**config.mk**
```make
export PLATFORM = sky130hd
export DESIGN_NAME = mbi5124_rx
export DESIGN_NICKNAME = d
export VERILOG_FILES = /design/src/rtl/mbi5124_pkg.sv /design/src/rtl/mbi5124_rx_sync_edge.sv /design/src/rtl/mbi5124_rx.sv
export SDC_FILE = /design/constraint.sdc
export NUM_CORES = 1
export LEC_CHECK = 0
export CORE_ASPECT_RATIO = 1.1
export CORE_MARGIN = 2
export CORE_UTILIZATION = 51
export DETAILED_ROUTE_END_ITERATION = 8
export HOLD_SLACK_MARGIN = 0.05
export PLACE_DENSITY = 0.75
export SLEW_MARGIN = 0
export SYNTH_ARGS = -nofsm -noshare
export SYNTH_HDL_FRONTEND = slang
export SYNTH_SLANG_ARGS = --single-unit
```
**constraint.sdc**
```tcl
create_clock -name clk -period 3.1 [get_ports clk]
set_input_delay 0.31 -clock clk [delete_from_list [all_inputs] [get_ports clk]]
set_output_delay 0.31 -clock clk [all_outputs]
set_load 0.01 [all_outputs]
```
**src/rtl/mbi5124_pkg.sv**
```systemverilog
// mbi5124_pkg: shared constants and the one-hot decode used by the MBI5124 receiver and transmitter.
package mbi5124_pkg;
  localparam int N_BITS_DEF = 16;
  localparam int VALUE_W_DEF = 5;
  localparam logic [VALUE_W_DEF-1:0] VALUE_INVALID = '1;
  // Returns 0 for an empty pattern, k+1 for a single bit k, -1 when more than one bit is set.
  function automatic int onehot_to_value(input logic [31:0] pat);
    int v;
    v = 0;
    for (int i = 0; i < 32; i++)
      if (pat[i]) v = (v == 0) ? i + 1 : -1;
    return v;
  endfunction
endpackage

```
**src/rtl/mbi5124_rx_sync_edge.sv**
```systemverilog
// sync_edge: multi-stage input synchronizer with optional rising-edge detect and configurable reset level.
module sync_edge #(
  parameter int   STAGES  = 2,
  parameter logic RST_VAL = 1'b0,
  parameter logic EDGE    = 1'b1
) (
  input  logic clk,
  input  logic rstn,
  input  logic d_i,
  output logic q_o
);
  localparam int W = STAGES + (EDGE ? 1 : 0);
  logic [W-1:0] sr_q;
  always_ff @(posedge clk or negedge rstn)
    if (!rstn) sr_q <= {W{RST_VAL}};
    else sr_q <= {sr_q[W-2:0], d_i};
  if (EDGE) begin : g_rise
    assign q_o = sr_q[W-2] & ~sr_q[W-1];
  end else begin : g_lvl
    assign q_o = sr_q[W-1];
  end
endmodule

```
**src/rtl/mbi5124_rx.sv**
```systemverilog
// mbi5124_rx: oversampling receiver for the MBI5124 serial LED interface with latch, oe gating and one-hot decode.
module mbi5124_rx
  import mbi5124_pkg::*;
#(
  parameter int N_BITS      = N_BITS_DEF,
  parameter int SYNC_STAGES = 2,
  parameter int VALUE_W     = VALUE_W_DEF
) (
  input  logic               clk,
  input  logic               rstn,
  input  logic               sdi,
  input  logic               led_clk,
  input  logic               le,
  input  logic               oe,
  output logic               sdo,
  output logic [N_BITS-1:0]  leds_latched,
  output logic [N_BITS-1:0]  leds_out,
  output logic [VALUE_W-1:0] value,
  output logic               frame_done,
  output logic               len_err,
  output logic               onehot_err
);
  localparam int CNT_W = $clog2(N_BITS) + 1;
  logic sdi_s, rise_clk, rise_le, oe_s;
  logic [N_BITS-1:0] shift_q, shift_d, latched_q, latched_d, leds_out_q;
  logic [CNT_W-1:0] cnt_q, cnt_d, cnt_inc;
  logic [VALUE_W-1:0] value_q, value_d;
  logic frame_q, len_q, oh_q;
  int idx;
  sync_edge #(.STAGES(SYNC_STAGES), .RST_VAL(1'b0), .EDGE(1'b0)) u_sdi (.clk(clk), .rstn(rstn), .d_i(sdi), .q_o(sdi_s));
  sync_edge #(.STAGES(SYNC_STAGES), .RST_VAL(1'b0), .EDGE(1'b1)) u_clk (.clk(clk), .rstn(rstn), .d_i(led_clk), .q_o(rise_clk));
  sync_edge #(.STAGES(SYNC_STAGES), .RST_VAL(1'b0), .EDGE(1'b1)) u_le (.clk(clk), .rstn(rstn), .d_i(le), .q_o(rise_le));
  sync_edge #(.STAGES(SYNC_STAGES), .RST_VAL(1'b1), .EDGE(1'b0)) u_oe (.clk(clk), .rstn(rstn), .d_i(oe), .q_o(oe_s));
  // A shift coinciding with a latch belongs to the frame being latched.
  always_comb begin
    shift_d = rise_clk ? {shift_q[N_BITS-2:0], sdi_s} : shift_q;
    cnt_inc = (rise_clk && cnt_q != '1) ? cnt_q + 1'b1 : cnt_q;
    cnt_d = rise_le ? '0 : cnt_inc;
    latched_d = {<<{shift_d}};
    idx = onehot_to_value(32'(latched_d));
    value_d = (idx < 0) ? '1 : VALUE_W'(idx);
  end
  always_ff @(posedge clk or negedge rstn)
    if (!rstn) begin
      shift_q <= '0;
      cnt_q <= '0;
      latched_q <= '0;
      leds_out_q <= '0;
      value_q <= '0;
      frame_q <= 1'b0;
      len_q <= 1'b0;
      oh_q <= 1'b0;
    end else begin
      shift_q <= shift_d;
      cnt_q <= cnt_d;
      frame_q <= rise_le;
      leds_out_q <= oe_s ? '0 : latched_q;
      if (rise_le) begin
        latched_q <= latched_d;
        value_q <= value_d;
        len_q <= cnt_inc != CNT_W'(N_BITS);
        oh_q <= idx < 0;
      end
    end
  assign sdo = shift_q[N_BITS-1];
  assign leds_latched = latched_q;
  assign leds_out = leds_out_q;
  assign value = value_q;
  assign frame_done = frame_q;
  assign len_err = len_q;
  assign onehot_err = oh_q;
endmodule

```
### Word level (Yosys, flattened, before mapping)

Index checks and enable logic that the tools add are counted.

* bits in registers: 71
* input port bits: 6
* output and inout port bits: 41
* logic and storage cells: 72

* add/subtract/negate cells: 1
* magnitude comparators: 1
* equal/unequal tests: 2
* mux-type cells: 36
* bitwise operators: 4
* reduce and logical (&&, ||, !) cells: 16

Operator list (number)
* 32-bit 2-to-1 mux: 30
* 32-bit zero test: 15
* 32-bit by 1-bit less-than comparator with 1-bit output (second input constant): 1
* 16-bit 2-to-1 mux: 2
* 5-bit 2-to-1 mux: 3
* 5-bit != test (second input constant): 2
* 5-bit by 1-bit adder with 5-bit output (second input constant): 1
* 1-bit bitwise AND: 2
* 1-bit inverter: 2
* 1-bit logical AND: 1
* 1-bit 2-to-1 mux: 1

### Longest topological paths before layout

* word-level depth: 51
* depth in mapped cells: 11
* depth with buffers taken out: 10

### By module

A second synthesis with hierarchy kept.

* cell total of the unflattened synthesis: 284
* area total of the unflattened synthesis: 3179.3 µm²

Modules (own cells, without submodules)
* mbi5124_rx: instances 1, cells an instance 272, area each 2899.0 µm², seq. area each 1526.5 µm²
* sync_edge (u_clk ...): instances 2, cells an instance 4, area each 88.8 µm², seq. area each 75.1 µm²
* sync_edge (u_oe): instances 1, cells an instance 2, area each 52.6 µm², seq. area each 52.6 µm²
* sync_edge (u_sdi): instances 1, cells an instance 2, area each 50.0 µm², seq. area each 50.0 µm²

### Worst setup path after synthesis

Ideal clock, no wire load.

* path kind: register -> register
* start: register u_clk.sr_q[2]
* end: register value_q[1] (netlist: value[1])
* library setup time: 0.139 ns
* data arrival time: 2.660 ns
* required time: 2.961 ns
* setup slack: 0.301 ns
* cell stages (with the launch flop): 11
* path buffers: 1
* period minus slack after synthesis: 2.799 ns
* path through: dfrtp_1 nand2b_1 buf_6 mux2_4 maj3_2 nor4b_4 a22oi_2 o41ai_4 nand4_2 o31ai_2 a31oi_1

* longest elaborated chain between the ends: 51

RTL lines
* start: declaration: RTL line mbi5124_rx_sync_edge.sv:13 `logic [W-1:0] sr_q;`
* start signal: assignment: RTL line mbi5124_rx_sync_edge.sv:15 `if (!rstn) sr_q <= {W{RST_VAL}};`
* start signal: assignment: RTL line mbi5124_rx_sync_edge.sv:16 `else sr_q <= {sr_q[W-2:0], d_i};`
* 1-bit inverter *: RTL line mbi5124_rx_sync_edge.sv:18 `assign q_o = sr_q[W-2] & ~sr_q[W-1];`
* 1-bit bitwise AND *: RTL line mbi5124_rx_sync_edge.sv:18
* 16-bit 2-to-1 mux *: RTL line mbi5124_rx.sv:36 `shift_d = rise_clk ? {shift_q[N_BITS-2:0], sdi_s} : shift_q;`
* named net shift_d[15]: RTL line mbi5124_rx.sv:25 `logic [N_BITS-1:0] shift_q, shift_d, latched_q, latched_d, leds_out_q;`
* 1-bit 2-to-1 mux *: RTL line mbi5124_pkg.sv:11 `if (pat[i]) v = (v == 0) ? i + 1 : -1;`
* 32-bit zero test: RTL line mbi5124_pkg.sv:11
* 32-bit 2-to-1 mux: RTL line mbi5124_pkg.sv:11
* 32-bit 2-to-1 mux *: RTL line mbi5124_pkg.sv:11
* (+36 left out)
* 32-bit zero test: RTL line mbi5124_pkg.sv:11
* 32-bit 2-to-1 mux: RTL line mbi5124_pkg.sv:11
* 32-bit 2-to-1 mux *: RTL line mbi5124_pkg.sv:11
* 32-bit zero test: RTL line mbi5124_pkg.sv:11
* 32-bit 2-to-1 mux: RTL line mbi5124_pkg.sv:11
* 32-bit 2-to-1 mux *: RTL line mbi5124_pkg.sv:11
* 32-bit by 1-bit less-than comparator with 1-bit output: RTL line mbi5124_rx.sv:41 `value_d = (idx < 0) ? '1 : VALUE_W'(idx);`
* 5-bit 2-to-1 mux *: RTL line mbi5124_rx.sv:41
* end signal: assignment: RTL line mbi5124_rx.sv:60 `value_q <= value_d;`
* end: declaration: RTL line mbi5124_rx.sv:27 `logic [VALUE_W-1:0] value_q, value_d;`

The timed path passes the listed nets; every way through them passes the cells marked *.
A chain may end at the register's enable or synchronous reset.

### Worst setup path in the final report

* start: register u_clk.sr_q[2]
* end: register value_q[1] (netlist: value[1])

* elaborated cells on any way between the ends: 51
* those cells by class: order compare: 1; mux: 33; bitwise: 2; reduce/logical: 15

RTL lines (RTL line)
* 1-bit inverter *: mbi5124_rx_sync_edge.sv:18
* 1-bit bitwise AND *: mbi5124_rx_sync_edge.sv:18
* 16-bit 2-to-1 mux *: mbi5124_rx.sv:36
* named net shift_d[7]: mbi5124_rx.sv:25
* 32-bit 2-to-1 mux *: mbi5124_pkg.sv:11
* 32-bit zero test: mbi5124_pkg.sv:11
* 32-bit 2-to-1 mux: mbi5124_pkg.sv:11
* 32-bit 2-to-1 mux *: mbi5124_pkg.sv:11
* (+12 left out)
* 32-bit zero test: mbi5124_pkg.sv:11
* 32-bit 2-to-1 mux: mbi5124_pkg.sv:11
* 32-bit 2-to-1 mux *: mbi5124_pkg.sv:11
* 32-bit zero test: mbi5124_pkg.sv:11
* 32-bit 2-to-1 mux: mbi5124_pkg.sv:11
* 32-bit 2-to-1 mux *: mbi5124_pkg.sv:11
* 32-bit by 1-bit less-than comparator with 1-bit output: mbi5124_rx.sv:41
* 5-bit 2-to-1 mux *: mbi5124_rx.sv:41

Marks and branches as above.

==> metrics.md <==
| Metric | Value |
|---|---|
| Outcome | completed |
| Synth cell types | 60 |
| Initial Util | 0.531 |
| Total chip power | 3.75 mW |
| Max Slew Vio Count | 0 |
| Setup TNS Final | 0 ns |
| H-tree depth | 3 |
| Mean post-synth cell area | 10.5 um^2 |
| Final instance area | 4370 um^2 |
| Worst setup EP type | flop |
| Worst-Margin Slew | 0.556 ns |
| Post-synth ARST share | 1.00 |
| Arr. time, crit path | 3.10 ns |
| Fill cells | 499 |
| Average routed wire per standard cell | 15.8 um |
| Share of layout cells above drive strength 1 | 0.226 |
| Post-synth EDFFs | 0 |
| Most common cell after layout, fill and taps aside | dfrtp_1 |
| Pin count of the biggest net entering global routing | 29 |
| First-pass GRT wire length | 12.5 mm |
| TritonCTS clock tree | built |
| CTS sink count | 71 |
| Post-route clock period utilization | 0.932 |
| Switching share of power | 0.370 |
| Register area share after synthesis | 0.538 |
| Leakage power | 1.95 nW |
| Combinational power share | 0.445 |
| Die width | 80.8 um |
| GRT Overall Usage | 0.232 |
| Clk buf depth | 2 |
| Clock Latency Late Sink | 0.34 ns |
| Clock power share | 0.218 |
| Synth warnings | 0 |
| Startpoint Class | flop |
| Number of global-route vias before repair | 2556 |
| Synth Register Bits | 71 |
| Top area cells in the synthesized netlist | dfrtp_1 (52%), nand2_1 (4.5%), nor2_1 (3.3%) |
| Tmin final | 2.89 ns |
| Root Driver | clkbuf_8 |
| Dominant cell type by area after synthesis | dfrtp_1 |
| Synth Flop Type | dfrtp_1 |
| Number of max-cap violations | 0 |
| Port buffer count | 46 |
| # DRC | 0 |
| GPL Wtd Cong | 0.894 |
| Rows | 30 |
| Final setup vio count | 0 |
| Worst path max stage delay | 0.40 ns |
| Clk_skew | 0.0113 ns |
| Detail Placement HPWL | 5.51 mm |
| Die Area | 7150 um^2 |
| Critical path fanouts, max | 5 |
| Number of vias per cell | 5.62 |
| Initial antenna violation count | 0 |
| Post-Synthesis Cells | 314 |
| # IOs | 47 |
| Core ar. | 6230 um^2 |
| Syn Std Cell Area | 3310 um^2 |
| ANT nets after route | 0 |
| Pint | 2.36 mW |
| Crit Path Class | flop to flop |
| NumNets Final | 401 |
| Iteration-0 DRC Markers | 120 |
| Commonest non-fill, non-tap cells in the layout | dfrtp_1 (66), clkdlybuf4s50_1 (45), nand2_1 (40), buf_4 (35), nor2_1 (28) |
| Hold Crit Class | flop to flop |
| Final WL | 7.58 mm |
| PD cells | 858 nW/um^2 |
| Via total after detailed routing | 2685 |
| Final hold vios | 0 |
| Max Freq | 0.346 GHz |
| Clock transition at path regs | 0.08 ns |
| Switching pwr | 1.39 mW |
| Worst Path Required | 3.31 ns |
| TritonCTS buffer count | 9 |
| Total grt overflow | 0 |
| Worst rel slew slack | 0.629 |
| CP max-delay cell | o41ai_4 |
| Area grow syn2layout | 32.0% |
| Share of the synthesized area in the top cell type | 0.522 |
| Sequential share of power | 0.337 |
| Placed Instance Area | 4050 um^2 |
| Drt first pass iters | 4 |
| Die span in y | 88.5 um |
| Syn Nets | 322 |
| Max VDD drop | 0.543 mV |
| N_diodes | 0 |
| Critical path, cell by cell | buf_4 -> and2b_4 -> mux2i_4 -> inv_2 -> or2_4 -> nor3_4 -> buf_6 -> nand3_4 -> o41ai_4 -> nand4_2 -> o31ai_4 -> a31oi_1 |
-- layout make-up --
type	count	area [um^2]	share of cell area
Timing Repair Buffer	84	759	0.174
Clock buffer	10	128	0.0292
Inverter	14	52.6	0.0120
Clock inverter	6	93.8	0.0215
Multi-Input combinational cell	213	1450	0.332
Sequential cell	71	1780	0.408
Tap cell	80	100	0.0229
-- power by group through the flow --
stage	logic, mW	registers, mW	clock network (mW)
floorplan	0.887	1.26	0
global placement	1.52	1.27	0
detailed placement	1.53	1.28	0
CTS	1.54	1.26	0.831
global route	1.82	1.29	0.879
finish	1.67	1.26	0.817
-- through the flow --
stage,instances,hold slack (ns),util,setup WS (ns)
4_1_cts,475,0.360,0.687,0.0115
6_report,478,0.360,0.701,0.212
2_1_floorplan,314,0.0144,-,0.301
3_3_place_gp,458,0.261,0.650,0.125
3_5_place_dp,458,0.275,0.650,0.0364
5_1_grt,478,0.369,0.701,-0.000731
-- cell families after synthesis --
group	Yosys count	synth area share
AND/OR/NAND/NOR	119	0.188
AO/OA/AOI/OAI	76	0.171
flip-flops	71	0.538
buffers and inverters	30	0.0412
multiplexers	11	0.0397
adder cells (fa/ha/maj)	4	0.0140
XOR/XNOR	3	0.00794
-- metal layers --
layer | track usage | part of all wire | wire [um] | vias to the layer above
met3 | 0.0357 | 0.054 | 410 | 11
li1 | - | - | - | 1276
met5 | 0 | 0 | 0 | -
met4 | 0.0878 | 0.016 | 120 | 0
met2 | 0.356 | 0.47 | 3580 | 93
met1 | 0.335 | 0.46 | 3460 | 1305
-- synthesized netlist by cell type, types with 3 or more instances --
library cell / number
mux2i_1: 6
clkbuf_1: 7
a21oi_1: 15
nor2_1: 29
o211ai_1: 5
a211oi_1: 8
nor3_1: 8
nand4_1: 5
o21ai_0: 12
o2111ai_1: 4
nand3_1: 3
a31oi_1: 10
inv_1: 13
dfrtp_1: 69
nand2_1: 40
nor2b_1: 16
buf_2: 4
mux2_2: 3
-- critical path: cells and delay by family (launching register included) --
family	cells	cell delay (ns)
AO/OA/AOI/OAI	3	0.78
flip-flops	1	0.39
buffers and inverters	3	0.35
multiplexers	1	0.24
AND/OR/NAND/NOR	5	0.99
-- sequential cells by signal (all words and copies together), names as in the netlist --
register	cells
u_le.sr_q	3
u_oe.sr_q	2
u_clk.sr_q	3
leds_latched	16
leds_out	16
cnt_q	5
onehot_err	1
shift_q	16
len_err	1
u_sdi.sr_q	2
frame_done	1
value	5
-- final timing paths --
check / from / end / slack [ns] / cells past startpoint
worst max-delay path: u_clk.sr_q[2]$_DFF_PN0_ / value[1]$_DFFE_PN0P_ / 0.21 / 12
worst min-delay path: u_le.sr_q[0]$_DFF_PN0_ / u_le.sr_q[1]$_DFF_PN0_ / 0.36 / 0
worst max register to register: u_clk.sr_q[2]$_DFF_PN0_ / value[1]$_DFFE_PN0P_ / 0.21 / 12
worst min register to register: u_le.sr_q[0]$_DFF_PN0_ / u_le.sr_q[1]$_DFF_PN0_ / 0.36 / 0
max in group asynchronous: rstn / u_oe.sr_q[0]$_DFF_PN1_ / 1.91 / 3
min in group asynchronous: rstn / leds_out[2]$_DFF_PN0_ / 0.43 / 2
-- timing repair --
item	4_1_cts	5_1_grt
endpoints found under the setup margin	0	6
hold endpoints to repair	17	0
gates resized for setup	0	16
setup buffers	0	3
hold buffers	1	0
Note: power is estimated with default switching activity, not from simulation.
